--- src/rtl/int_gen.sv ---
// Programmable one-shot/periodic interrupt source with a saturating pending-event
// queue; `interrupt` stays high while any event remains unacknowledged.
module int_gen #(
    parameter logic [31:0] ACK_ADDR = 32'h0000_7F20,
    parameter int unsigned PEND_W   = 4
) (
    input  logic        clk,
    input  logic        reset,
    input  logic [31:0] Addr,
    input  logic        WE,
    input  logic [31:0] Din,
    output logic [31:0] Dout,
    input  logic [31:0] m_int_addr,
    input  logic [3:0]  m_int_byteen,
    output logic        interrupt
);

    typedef enum logic {
        IDLE,
        RUN
    } state_e;

    typedef enum logic [1:0] {
        REG_CTRL   = 2'd0,
        REG_PERIOD = 2'd1,
        REG_PEND   = 2'd2,
        REG_CNT    = 2'd3
    } reg_sel_e;

    logic              en_q,     en_d;
    logic              mode_q,   mode_d;
    logic              ovf_q,    ovf_d;
    logic [31:0]       period_q, period_d;
    logic [31:0]       cnt_q,    cnt_d;
    logic [PEND_W-1:0] pend_q,   pend_d;

    state_e   state;
    reg_sel_e sel;
    logic     evt;
    logic     ack;
    logic     wr_ctrl;
    logic     wr_period;

    // Only Addr[3:2] is decoded; the Bridge guarantees the register window.
    logic unused_addr;
    assign unused_addr = ^{Addr[31:4], Addr[1:0]};

    assign sel       = reg_sel_e'(Addr[3:2]);
    assign wr_ctrl   = WE && (sel == REG_CTRL);
    assign wr_period = WE && (sel == REG_PERIOD);
    assign ack       = (m_int_byteen != 4'b0000) && (m_int_addr == ACK_ADDR);

    always_comb begin
        state = IDLE;
        if (en_q && (cnt_q != '0)) begin
            state = RUN;
        end
    end

    assign evt = (state == RUN) && (cnt_q == 32'd1);

    always_ff @(posedge clk or posedge reset) begin
        if (reset) begin
            en_q     <= 1'b0;
            mode_q   <= 1'b0;
            ovf_q    <= 1'b0;
            period_q <= '0;
            cnt_q    <= '0;
            pend_q   <= '0;
        end else begin
            en_q     <= en_d;
            mode_q   <= mode_d;
            ovf_q    <= ovf_d;
            period_q <= period_d;
            cnt_q    <= cnt_d;
            pend_q   <= pend_d;
        end
    end

    always_comb begin
        en_d     = en_q;
        mode_d   = mode_q;
        ovf_d    = ovf_q;
        period_d = period_q;
        cnt_d    = cnt_q;
        pend_d   = pend_q;

        unique case (state)
            RUN: begin
                if (cnt_q == 32'd1) begin
                    if (mode_q) begin
                        cnt_d = period_q;
                    end else begin
                        cnt_d = '0;
                        en_d  = 1'b0;
                    end
                end else begin
                    cnt_d = cnt_q - 32'd1;
                end
            end
            default: ;
        endcase

        // Bridge writes replace the counter update but never suppress the event
        // already fired from the pre-write count; load decisions use pre-write EN.
        if (wr_ctrl) begin
            en_d   = Din[0];
            mode_d = Din[1];
            if (!Din[0]) begin
                cnt_d = '0;
            end else if (!en_q) begin
                cnt_d = period_q;
            end else begin
                cnt_d = cnt_q;
            end
        end else if (wr_period) begin
            period_d = Din;
            if (en_q) begin
                cnt_d = Din;
            end
        end

        if (evt && !ack) begin
            if (pend_q == '1) begin
                ovf_d = 1'b1;
            end else begin
                pend_d = pend_q + 1'b1;
            end
        end else if (ack && !evt && (pend_q != '0)) begin
            pend_d = pend_q - 1'b1;
        end

        if (wr_ctrl) begin
            ovf_d = 1'b0;
        end
    end

    always_comb begin
        Dout = '0;
        unique case (sel)
            REG_CTRL:   Dout = {29'd0, ovf_q, mode_q, en_q};
            REG_PERIOD: Dout = period_q;
            REG_PEND:   Dout = {{(32 - PEND_W){1'b0}}, pend_q};
            REG_CNT:    Dout = cnt_q;
            default:    Dout = '0;
        endcase
    end

    assign interrupt = (pend_q != '0);

endmodule

--- config.mk ---
export PLATFORM = sky130hd
export DESIGN_NAME = int_gen
export DESIGN_NICKNAME = d
export VERILOG_FILES = /design/src/rtl/int_gen.sv
export SDC_FILE = /design/constraint.sdc
export NUM_CORES = 1
export LEC_CHECK = 0
export ABC_AREA = 0
export CAP_MARGIN = 20
export CORE_MARGIN = 2
export CORE_UTILIZATION = 55
export DETAILED_ROUTE_END_ITERATION = 6
export PLACE_DENSITY = 0.95
export SYNTH_ARGS = -nofsm -noshare
export SYNTH_HDL_FRONTEND = slang
export SYNTH_SLANG_ARGS = --single-unit
--- constraint.sdc ---
create_clock -name clk -period 5.4 [get_ports clk]
set_input_delay 0.54 -clock clk [delete_from_list [all_inputs] [get_ports clk]]
set_output_delay 0.54 -clock clk [all_outputs]
set_load 0.01 [all_outputs]
=== Yosys cells after proc, flatten, opt, wreduce, memory -nomap -nowiden ===
Cells that the tools add are included.

* Add/subtract/negate cells: 3
* Eq/ne operators: 9
* Multiplexer cells: 20
* Bitwise gates (word level): 1
* Reduce and logical (&&, ||, !) cells: 23

{| class="wikitable"
|+ Operators with widths
! kind !! count
|-
| $mux W32 || 8
|-
| $pmux W32 S4 || 1
|-
| $eq A32 B1 Y1 const B || 1
|-
| $eq A32 B15 Y1 const B || 1
|-
| $reduce_bool A32 Y1 || 1
|-
| $sub A32 B1 Y32 const B || 1
|-
| $mux W4 || 3
|-
| $reduce_bool A2 Y1 || 5
|-
| $logic_and A1 B1 Y1 || 8
|-
| $mux W1 || 8
|-
| $reduce_bool A4 Y1 || 2
|-
| $reduce_and A2 Y1 || 3
|-
| $add A4 B1 Y4 const B || 1
|-
| $eq A2 B2 Y1 const B || 2
|-
| $eq A4 B4 Y1 const B || 1
|-
| $sub A4 B1 Y4 const B || 1
|-
| $ne A3 B3 Y1 const B || 1
|-
| $reduce_and A3 Y1 || 1
|-
| $eq A2 B1 Y1 const B || 1
|-
| $logic_not A1 Y1 || 2
|-
| $logic_not A2 Y1 || 1
|-
| $ne A2 B1 Y1 const B || 1
|-
| $ne A2 B2 Y1 const B || 1
|-
| $not A1 Y1 || 1
|}

* Bits in registers: 71
* Input bits: 103
* Output and inout bits: 33
* Word-level logic and storage cells: 62

=== Depth between registers and ports, before layout ===
Gate-level depths: netlist (run 1).

* Depth after elaboration: 9
* Gate-level depth with buffers: 14

=== Worst setup path before layout (run 1) ===
No wires, ideal clock.

* Path kind: reg2reg
* Start point: reg cnt_q[22]
* End point: reg pend_q[3]
* Setup time: 123 ps
* Arrival: 3162 ps
* Path slack: 2115 ps
* Cell stages (with the launch flop): 13
* Buffers on the path: 0
* Path through: dfrtp_1 > or4_1 > nand3b_2 > nor4b_4 > nand3_1 > nor2_1 > inv_1 > ha_1 > a21o_1 > a21oi_1 > or4_1 > nand3_1 > o21ai_1

* Cells in the longest elaborated chain, start to end: 9
* Elaborated cells on any way between the ends: 13

{| class="wikitable"
|+ Ends and longest elaborated chain
! element !! line !! RTL
|-
| start, declared || 34 || <nowiki>logic [31:0] cnt_q, cnt_d;</nowiki>
|-
| start signal, assigned || 75 || <nowiki>cnt_q <= cnt_d;</nowiki>
|-
| $reduce_bool A32 Y1 || 55 || <nowiki>if (en_q && (cnt_q != '0)) begin</nowiki>
|-
| $logic_and A1 B1 Y1 || 55 ||
|-
| $mux W1 || 55 ||
|-
| $logic_and A1 B1 Y1 * || 60 || <nowiki>assign evt = (state == RUN) && (cnt_q == 32'd1);</nowiki>
|-
| $logic_not A1 Y1 || 129 || <nowiki>end else if (ack && !evt && (pend_q != '0)) begin</nowiki>
|-
| $logic_and A1 B1 Y1 (2 in a row) || 129 ||
|-
| $reduce_bool A2 Y1 (no source line) || -- ||
|-
| $reduce_and A2 Y1 (no source line) || -- ||
|-
| end signal, assigned || 76 || <nowiki>pend_q <= pend_d;</nowiki>
|-
| end, declared || 35 || <nowiki>logic [PEND_W-1:0] pend_q, pend_d;</nowiki>
|}

Mark *: on every way between the ends. The rest lies on a longest branch, timed or not.
A chain may end at the register's enable or synchronous reset.

=== Worst setup path after layout (run 1) ===
* Start point: reg cnt_q[10]
* End point: reg pend_q[3]

Same word-level chain as after synthesis.

==> metrics.yaml, run 1 <==
drt:
  drc_errors: 1
  vias: 5979
  post_drt_wl_per_cell_um: 20.05
  dr.pass1.iters: 7
  ant_nets: 0
  wl_mm: 17.87
  initialDrtViolationCount: 697
  vias_per_cell: 6.710
worst_setup_path:
  max_stage_delay_ns: 0.63
  cp-end-kind: "register"
  path_max_fanout: 14
  worst-path-stages: 12
  slowest_stage: "nor4b_4"
  cp.arrival_ns: 4.25
  r2r_start: "cnt_q[10]"
  path_cells: "nor4_1, nand2b_1, nor4b_4, nand3_1, nor2_1, inv_1, ha_1, a21o_1, a21oi_1, or4_1, nand3_1, o21ai_1"
  reg2reg_depth: 12
  path_buf_inv: 1
  cpMostUsedCell: "nand3_1"
  worst-setup-path-type: "reg2reg"
  critPathTopFamily: "simple AND/OR/NAND/NOR gates"
  worst_ep_required_time_ns: 5.65
  start_kind: "register"
  crit_start: "cnt_q[10]"
clock_tree:
  cts_resized: 0
  clock_sinks: 71
  cts_root_buf: "clkbuf_8"
  tritoncts: "built"
  clkLatencyLatePin_ns: 0.36
  ctsHoldBuffers: 0
  htree_levels: 3
  post-cts-setup-buffer-count: 0
  clk_pin_slew_ns: 0.09
  cts_buffer_depth: 2
  cts_made_buffers: 9
place:
  post-place-ws_ns: 1.501
  placedInstanceArea_mm2: 0.006538
  dp_hpwl_mm: 11.62
  place_congestion: 0.9248
  port_buffers: 105
finish:
  final_core_util: 0.6978
  fin_nets: 862
  syn2layout_area_growth_pct: 23.91
  num-fill-cells: 770
  fin_area_mm2: 0.006789
  diodes: 0
  final_layout_size_suffix_gt1_frac: 0.07124
timing:
  rsz0062_at_grt: "no"
  finalClockSkew_ns: 0.01629
  layout_min_cycle_time_ns: 3.997
  hold_viol: 0
  fin_ws_ns: 1.403
  final_max_slew_viol_count: 0
  setup_viol: 0
  slew_headroom: 0.2282
  fin_crit_sh: 0.7402
  finalSetupTns_ns: 0
  fmax_mhz: 250.2
  worst_pin_slew_ns: 1.158
power:
  p_leak_nw: 2.779
  cellPowerDensity_mw_per_mm2: 332.9
  max-vdd-ir-drop_v: 0.0001892
  power_mw: 2.260
floorplan:
  die_x_um: 103.8
  die_h_um: 103.8
  core_mm2: 0.009729
  die_area_mm2: 0.01078
  io_pins: 136
  start_util: 0.5631
  row_count: 36
synth:
  synth.distinct_cells: 71
  syn_inst: 681
  ys_async_sr_fraction: 1.000
  syn_nets: 790
  synth-seq-cells: 71
  yosysSeqAreaShare: 0.3243
  syn_area_per_cell_um2: 8.046
  synth_enable_flop_cells: 0
  synth_area_mm2: 0.005479
  yosys_warnings: 0
  synthFlopType: "dfrtp_1"
outcome:
  violations: "DRC"
  status: "finished with violations"
hold_path:
  worstHoldPathType: "reg2reg"
  hold_depth: 1
  holdCritStartpoint: "pend_q[3]"
global_route:
  antenna_found_initial: 0
  track_usage: 0.3308
  grt_start_max_net_pins: 72
  grt_pass1_wl_mm: 29.26
  grt_pass1_vias: 5996
  grt-ovfl-total: 0
flow_run:
  drv_cap: 0
-- layer usage --
metal | wire length, um | GRT usage | share of wire | up-vias
met5 | 0 | 0 | 0 | -
met4 | 639 | 0.1680 | 0.036 | 0
met3 | 2247 | 0.06545 | 0.13 | 101
met2 | 8450 | 0.5484 | 0.47 | 470
met1 | 6528 | 0.4103 | 0.37 | 2773
li1 | - | - | - | 2635
-- synthesized netlist by cell type, types with 3 or more instances --
cell	n	area, um^2
nand2b_1	4	25.02
a31oi_1	6	37.54
mux2i_1	41	410.4
buf_1	5	18.77
nand3_1	17	85.08
a22oi_1	6	45.04
or4_4	3	33.78
nor3_1	19	95.09
a211oi_1	6	45.04
inv_1	11	41.29
a21oi_1	38	190.2
o21ai_0	47	235.2
a311oi_1	10	87.58
and3_1	3	18.77
clkbuf_1	36	135.1
o22ai_1	5	31.28
o221ai_1	3	26.28
nor2b_1	29	181.4
dfrtp_1	71	1777
nor2_1	35	131.4
buf_2	10	50.05
a21o_1	4	30.03
nand4b_1	3	26.28
o2bb2ai_1	3	26.28
o32ai_1	11	96.34
nor4_1	16	100.1
o211ai_1	4	30.03
or3_1	13	81.33
xnor2_1	9	78.83
mux4_2	3	67.56
or4_1	7	52.55
mux2_2	7	78.83
xor2_1	5	43.79
ha_1	5	62.56
and2_1	5	31.28
nand4_1	3	18.77
nand2_1	130	488.0
o31ai_1	3	22.52
o2111ai_1	3	26.28
-- logic make-up (layout without fill, tap and decap cells) --
group / Yosys count / after routing / synth area share
XOR/XNOR: 14 / 14 / 0.02238
flip-flops: 71 / 71 / 0.3243
buffers and inverters: 64 / 141 / 0.04750
AND/OR/NAND/NOR: 302 / 302 / 0.2777
adder cells (fa/ha/maj): 6 / 6 / 0.01507
multiplexers: 51 / 51 / 0.1016
AO/OA/AOI/OAI: 173 / 173 / 0.2115
-- state kept, by name (all words and copies together), names as in the netlist, named ones only --
name,flops
ovf_q,1
period_q,32
mode_q,1
cnt_q,31
pend_q,4
en_q,1
-- layout make-up --
cell class / count / area (um^2) / area share
Clock inverter: 6 / 108.9 / 0.01603
Tap cell: 133 / 166.4 / 0.02451
Timing Repair Buffer: 114 / 1121 / 0.1651
Clock buffer: 10 / 127.6 / 0.01880
Sequential cell: 71 / 1777 / 0.2617
Multi-Input combinational cell: 546 / 3447 / 0.5077
Inverter: 11 / 41.29 / 0.006082
-- power breakdown --
group | internal [mW] | switching, mW | total [mW]
Sequential | 0.663 | 0.225 | 0.888
Clock | 0.306 | 0.220 | 0.526
Combinational | 0.420 | 0.426 | 0.846
Total | 1.39 | 0.871 | 2.26
-- worst paths after layout --
kind | end | slack, ns
worst max-delay path | pend_q[3] | 1.40
worst min-delay path | pend_q[3] | 0.52
worst max register to register | pend_q[3] | 1.40
worst min register to register | pend_q[3] | 0.52
max in group asynchronous | period_q[5] | 4.01
min in group asynchronous | period_q[20] | 0.79
-- cell usage in the layout, fill, tap and decap left out, types with 9 or more instances in the layout --
| cell type | count |
|---|---|
| nand2_1 | 130 |
| a311oi_1 | 10 |
| or3_1 | 13 |
| dfrtp_1 | 71 |
| xnor2_1 | 9 |
| nor3_1 | 19 |
| o21ai_0 | 47 |
| nor2_1 | 35 |
| mux2i_1 | 41 |
| a21oi_1 | 38 |
| o32ai_1 | 11 |
| nor4_1 | 16 |
| clkbuf_8 | 9 |
| inv_1 | 10 |
| clkdlybuf4s50_1 | 104 |
| nor2b_1 | 29 |
| nand3_1 | 17 |
-- per-stage QoR --
step,instances,hold WS (ns)
2_1_floorplan,681,0.4580
3_3_place_gp,874,0.4845
3_5_place_dp,874,0.5030
4_1_cts,890,0.5171
5_1_grt,891,0.5494
6_report,891,0.5222
No activity file was read; power rests on OpenSTA's default activity.
==> inputs of run 2 (changes only) <==
--- a/config.mk
+++ b/config.mk
@@ -8,9 +8,9 @@
 export ABC_AREA = 0
 export CAP_MARGIN = 20
 export CORE_MARGIN = 2
-export CORE_UTILIZATION = 55
+export CORE_UTILIZATION = 51
 export DETAILED_ROUTE_END_ITERATION = 6
-export PLACE_DENSITY = 0.95
+export PLACE_DENSITY = 0.92
 export SYNTH_ARGS = -nofsm -noshare
 export SYNTH_HDL_FRONTEND = slang
 export SYNTH_SLANG_ARGS = --single-unit
==> constraint.sdc (replaced) <==
create_clock -name clk -period 4 [get_ports clk]
set_input_delay 0.4 -clock clk [delete_from_list [all_inputs] [get_ports clk]]
set_output_delay 0.4 -clock clk [all_outputs]
set_load 0.01 [all_outputs]
==> metrics.yaml, run 2 (same netlist as run 1, synthesis figures left out) <==
outcome:
  status: "complete, no violations"
global_route:
  antenna_found_initial: 0
  grt_start_max_net_pins: 37
  grt_pass1_wl_mm: 30.04
  track_usage: 0.3267
  grt_pass1_vias: 6045
  grt-ovfl-total: 0
drt:
  vias: 5939
  ant_nets: 0
  post_drt_wl_per_cell_um: 20.09
  dr.pass1.iters: 6
  initialDrtViolationCount: 596
  wl_mm: 18.26
  vias_per_cell: 6.534
  drc_errors: 0
finish:
  regMostFlops: "period_q"
  mostFrequentLayoutCells: "nand2_1 (130), clkdlybuf4s50_1 (104), dfrtp_1 (71), o21ai_0 (47), mux2i_1 (41)"
  final_common_cell: "nand2_1"
  final_cells: 909
  num-fill-cells: 851
  fin_nets: 878
  largestRegisters: "period_q (32), cnt_q (31), pend_q (4)"
  largest_reg_flops: 32
  final_layout_size_suffix_gt1_frac: 0.08668
  multi_input_area_mm2: 0.003447
  syn2layout_area_growth_pct: 24.94
  diodes: 0
  regArea_mm2: 0.001777
timing:
  fmax_mhz: 274.0
  layout_min_cycle_time_ns: 3.649
  fin_ws_ns: 0.3508
  rsz0062_at_grt: "no"
  worst_pin_slew_ns: 1.135
  final_max_slew_viol_count: 0
  hold_viol: 0
  finalClockSkew_ns: 0.005762
  setup_viol: 0
  finalSetupTns_ns: 0
  slew_headroom: 0.2430
  fin_crit_sh: 0.9123
worst_setup_path:
  worst-setup-path-type: "reg2reg"
  worst_ep_required_time_ns: 4.23
  path_cells: "or4_1, nand3b_2, nor4b_4, nand3_1, nor2_1, inv_1, ha_1, a21o_1, a21oi_1, or4_1, nand3_1, o21ai_1"
  start_kind: "register"
  reg2reg_depth: 12
  cp.arrival_ns: 3.88
  max_stage_delay_ns: 0.55
  path_max_fanout: 9
  reg2reg_slack_ns: 0.35
  path_buf_inv: 1
  r2r_start: "cnt_q[22]"
  slowest_stage: "or4_1"
  r2r_end: "pend_q[3]"
  critPathTopFamily: "simple AND/OR/NAND/NOR gates"
  cp-end-kind: "register"
hold_path:
  hold_path_end: "ovf_q"
  worstHoldPathType: "reg2reg"
  holdCritStartpoint: "ovf_q"
  hold_depth: 2
clock_tree:
  cts_made_buffers: 9
  ctsHoldBuffers: 0
  clkLatencyLatePin_ns: 0.35
  tritoncts: "built"
  cts_buffer_depth: 2
  post-cts-setup-buffer-count: 0
  clock_sinks: 71
  clk_pin_slew_ns: 0.07
  cts_root_buf: "clkbuf_8"
  htree_levels: 3
  cts_resized: 0
place:
  post-place-ws_ns: 0.4055
  port_buffers: 105
  dp_cells: 894
  place_congestion: 0.9429
  dp_hpwl_mm: 12.54
floorplan:
  core_mm2: 0.01037
  io_pins: 136
  row_count: 37
  die_h_um: 107.7
  die_x_um: 107.7
  start_util: 0.5284
  die_area_mm2: 0.01159
power:
  pwr-share-comb: 0.402
  p_leak_nw: 2.825
  p_switching_mw: 1.154
  cellPowerDensity_mw_per_mm2: 425.8
  p_sw_frac: 0.3958
  clockPowerShare: 0.186
  max-vdd-ir-drop_v: 0.0002138
  intPower_mw: 1.761
  seqPwrFrac: 0.413
  power_mw: 2.915
flow_run:
  drv_cap: 0
run 2: changes by cell type in the layout (fill, tap and decap cells not counted), sizes merged:
| cell | delta |
|---|---|
| buf | +16 |
| clkbuf | +5 |
| bufinv | -3 |
| clkinv | -3 |
run 2: worst min-delay path: cells and delay by family (launching register included):
kind / cells / cell delay, ns
flops: 1 / 0.34
simple gates: 1 / 0.07
compound gates: 1 / 0.04
run 2: metal layers:
layer,share of wire,up-vias,GRT usage
met1,0.37,2756,0.4179
met4,0.040,0,0.1575
li1,-,2665,-
met3,0.12,87,0.06598
met2,0.46,431,0.5283
met5,0,-,0
run 2: power groups by stage:
stage / Combinational, mW / Clock (mW) / Sequential (mW)
2_1_floorplan: 0.812 / 0 / 1.08
3_3_place_gp: 1.10 / 0 / 1.18
3_5_place_dp: 1.14 / 0 / 1.20
4_1_cts: 1.16 / 0.544 / 1.19
5_1_grt: 1.28 / 0.570 / 1.24
6_report: 1.17 / 0.542 / 1.20
run 2: worst max path at each step:
stage | startpoint | endpoint | slack [ns] | cells past startpoint
4_1_cts | cnt_q[22] | pend_q[3] | 0.37 | 12
3_3_place_gp | cnt_q[22] | pend_q[3] | 0.59 | 12
6_report | cnt_q[22] | pend_q[3] | 0.35 | 12
3_5_place_dp | cnt_q[22] | pend_q[3] | 0.41 | 12
5_1_grt | cnt_q[22] | pend_q[3] | 0.21 | 12
2_1_floorplan | cnt_q[22] | pend_q[3] | 0.72 | 12
run 2: per-stage QoR:
stage               instance area (um^2)    util  hold slack, ns
floorplan                           5479       -          0.4580
global placement                    6669  0.6431          0.4747
detailed placement                  6669  0.6431          0.4842
CTS                                 6845  0.6601          0.5001
global route                        6845  0.6601          0.5354
finish                              6845  0.6601          0.4938
run 2: final cells by class:
class	count	area share
clock buffers	15	0.02577
repair buffers	130	0.1802
inverters	11	0.006032
multi-input cells	546	0.5036
well taps	136	0.02486
flip-flops and latches	71	0.2595
==> inputs of run 3 (changes only) <==
--- a/config.mk
+++ b/config.mk
@@ -7,7 +7,7 @@
 export LEC_CHECK = 0
 export ABC_AREA = 0
 export CAP_MARGIN = 20
-export CORE_MARGIN = 2
+export CORE_MARGIN = 5
 export CORE_UTILIZATION = 51
 export DETAILED_ROUTE_END_ITERATION = 6
 export PLACE_DENSITY = 0.92
==> metrics.yaml, run 3 (same netlist as run 1, synthesis figures left out) <==
clock_tree:
  ctsHoldBuffers: 0
  clock_sinks: 71
  post-cts-setup-buffer-count: 0
  tritoncts: "built"
  cts_root_buf: "clkbuf_8"
  cts_resized: 0
  clkLatencyLatePin_ns: 0.36
  cts_buffer_depth: 2
  clk_pin_slew_ns: 0.08
  htree_levels: 3
  cts_made_buffers: 9
drt:
  initialDrtViolationCount: 656
  vias: 6020
  ant_nets: 0
  wl_mm: 18.34
  post_drt_wl_per_cell_um: 20.09
  dr.pass1.iters: 6
  vias_per_cell: 6.594
  drc_errors: 0
worst_setup_path:
  path_max_fanout: 9
  worst_ep_required_time_ns: 4.24
  worst-setup-path-type: "reg2reg"
  cp.arrival_ns: 3.92
  reg2reg_depth: 12
  start_kind: "register"
  r2r_start: "cnt_q[22]"
  r2r_end: "pend_q[3]"
  cp-end-kind: "register"
  reg2reg_slack_ns: 0.32
finish:
  diodes: 0
  final_cells: 913
  fin_nets: 881
  num-fill-cells: 825
  largest_reg_flops: 32
  mostFrequentLayoutCells: "nand2_1 (130), clkdlybuf4s50_1 (104), dfrtp_1 (71), o21ai_0 (47), mux2i_1 (41)"
  final_core_util: 0.6601
  syn2layout_area_growth_pct: 25.49
  final_common_cell: "nand2_1"
  fin_area_mm2: 0.006875
  regMostFlops: "period_q"
  largestRegisters: "period_q (32), cnt_q (31), pend_q (4)"
  final_layout_size_suffix_gt1_frac: 0.09524
global_route:
  grt_pass1_wl_mm: 30.31
  grt-ovfl-total: 0
  track_usage: 0.2838
  grt_start_max_net_pins: 42
  grt_pass1_vias: 6234
  antenna_found_initial: 0
power:
  cellPowerDensity_mw_per_mm2: 423.1
  p_leak_nw: 2.837
  power_mw: 2.909
  max-vdd-ir-drop_v: 0.0002094
timing:
  fin_crit_sh: 0.9188
  slew_headroom: 0.2167
  worst_pin_slew_ns: 1.175
  hold_viol: 0
  fin_ws_ns: 0.3247
  finalClockSkew_ns: 0.01056
  fmax_mhz: 272.1
  layout_min_cycle_time_ns: 3.675
  rsz0062_at_grt: "no"
  finalSetupTns_ns: 0
  final_max_slew_viol_count: 0
  setup_viol: 0
  hold_ws_ns: 0.4700
place:
  dp_cells: 897
  dp_hpwl_mm: 12.71
  port_buffers: 105
  placedInstanceArea_mm2: 0.006691
  place_congestion: 0.9422
  post-place-ws_ns: 0.3960
floorplan:
  die_x_um: 113.7
  die_h_um: 113.7
  row_count: 37
  start_util: 0.5260
  core_mm2: 0.01042
  die_area_mm2: 0.01292
  io_pins: 136
outcome:
  status: "complete, no violations"
flow_run:
  drv_cap: 0
hold_path:
  worstHoldPathType: "in2async"
==> run 3: report_power, final <==
| group | total, mW | switching, mW | leakage [nW] | internal, mW |
|---|---|---|---|---|
| clock | 0.548 | 0.291 | 0.0873 | 0.257 |
| sequential | 1.21 | 0.316 | 0.874 | 0.894 |
| combinational | 1.15 | 0.559 | 1.88 | 0.592 |
==> run 3: worst max path at each step <==
stage,startpoint,cells after the start,slack (ns),to
after floorplan,cnt_q[22],12,0.72,pend_q[3]
after global placement,cnt_q[22],12,0.56,pend_q[3]
after global routing,cnt_q[22],12,0.11,pend_q[3]
after CTS,cnt_q[22],12,0.38,pend_q[3]
final,cnt_q[22],12,0.32,pend_q[3]
after detailed placement,cnt_q[22],12,0.40,pend_q[3]
==> run 3: critical path, cell delays in order (launching register included) <==
cell      delay [ns]
dfrtp_1         0.46
or4_1           0.58
nand3b_2        0.40
nor4b_4         0.31
nand3_1         0.27
nor2_1          0.25
inv_1           0.12
ha_1            0.30
a21o_1          0.11
a21oi_1         0.11
or4_1           0.51
nand3_1         0.09
o21ai_1         0.06
==> run 3: layer usage <==
| layer | vias to the layer above | routed length (um) | part of all wire | global-route usage |
|---|---|---|---|---|
| met1 | 2833 | 6849 | 0.37 | 0.3660 |
| li1 | 2658 | - | - | - |
| met5 | - | 0 | 0 | 0 |
| met2 | 457 | 8659 | 0.47 | 0.4645 |
| met4 | 0 | 548 | 0.030 | 0.1290 |
| met3 | 72 | 2282 | 0.12 | 0.05040 |
==> run 3: final cells by class <==
class	instances	area, um^2	area share
multi-input cells	546	3447	0.5014
inverters	11	41.29	0.006005
flip-flops and latches	71	1777	0.2584
repair buffers	133	1256	0.1827
clock inverters	5	32.53	0.004732
well taps	136	170.2	0.02475
clock buffers	11	151.4	0.02202
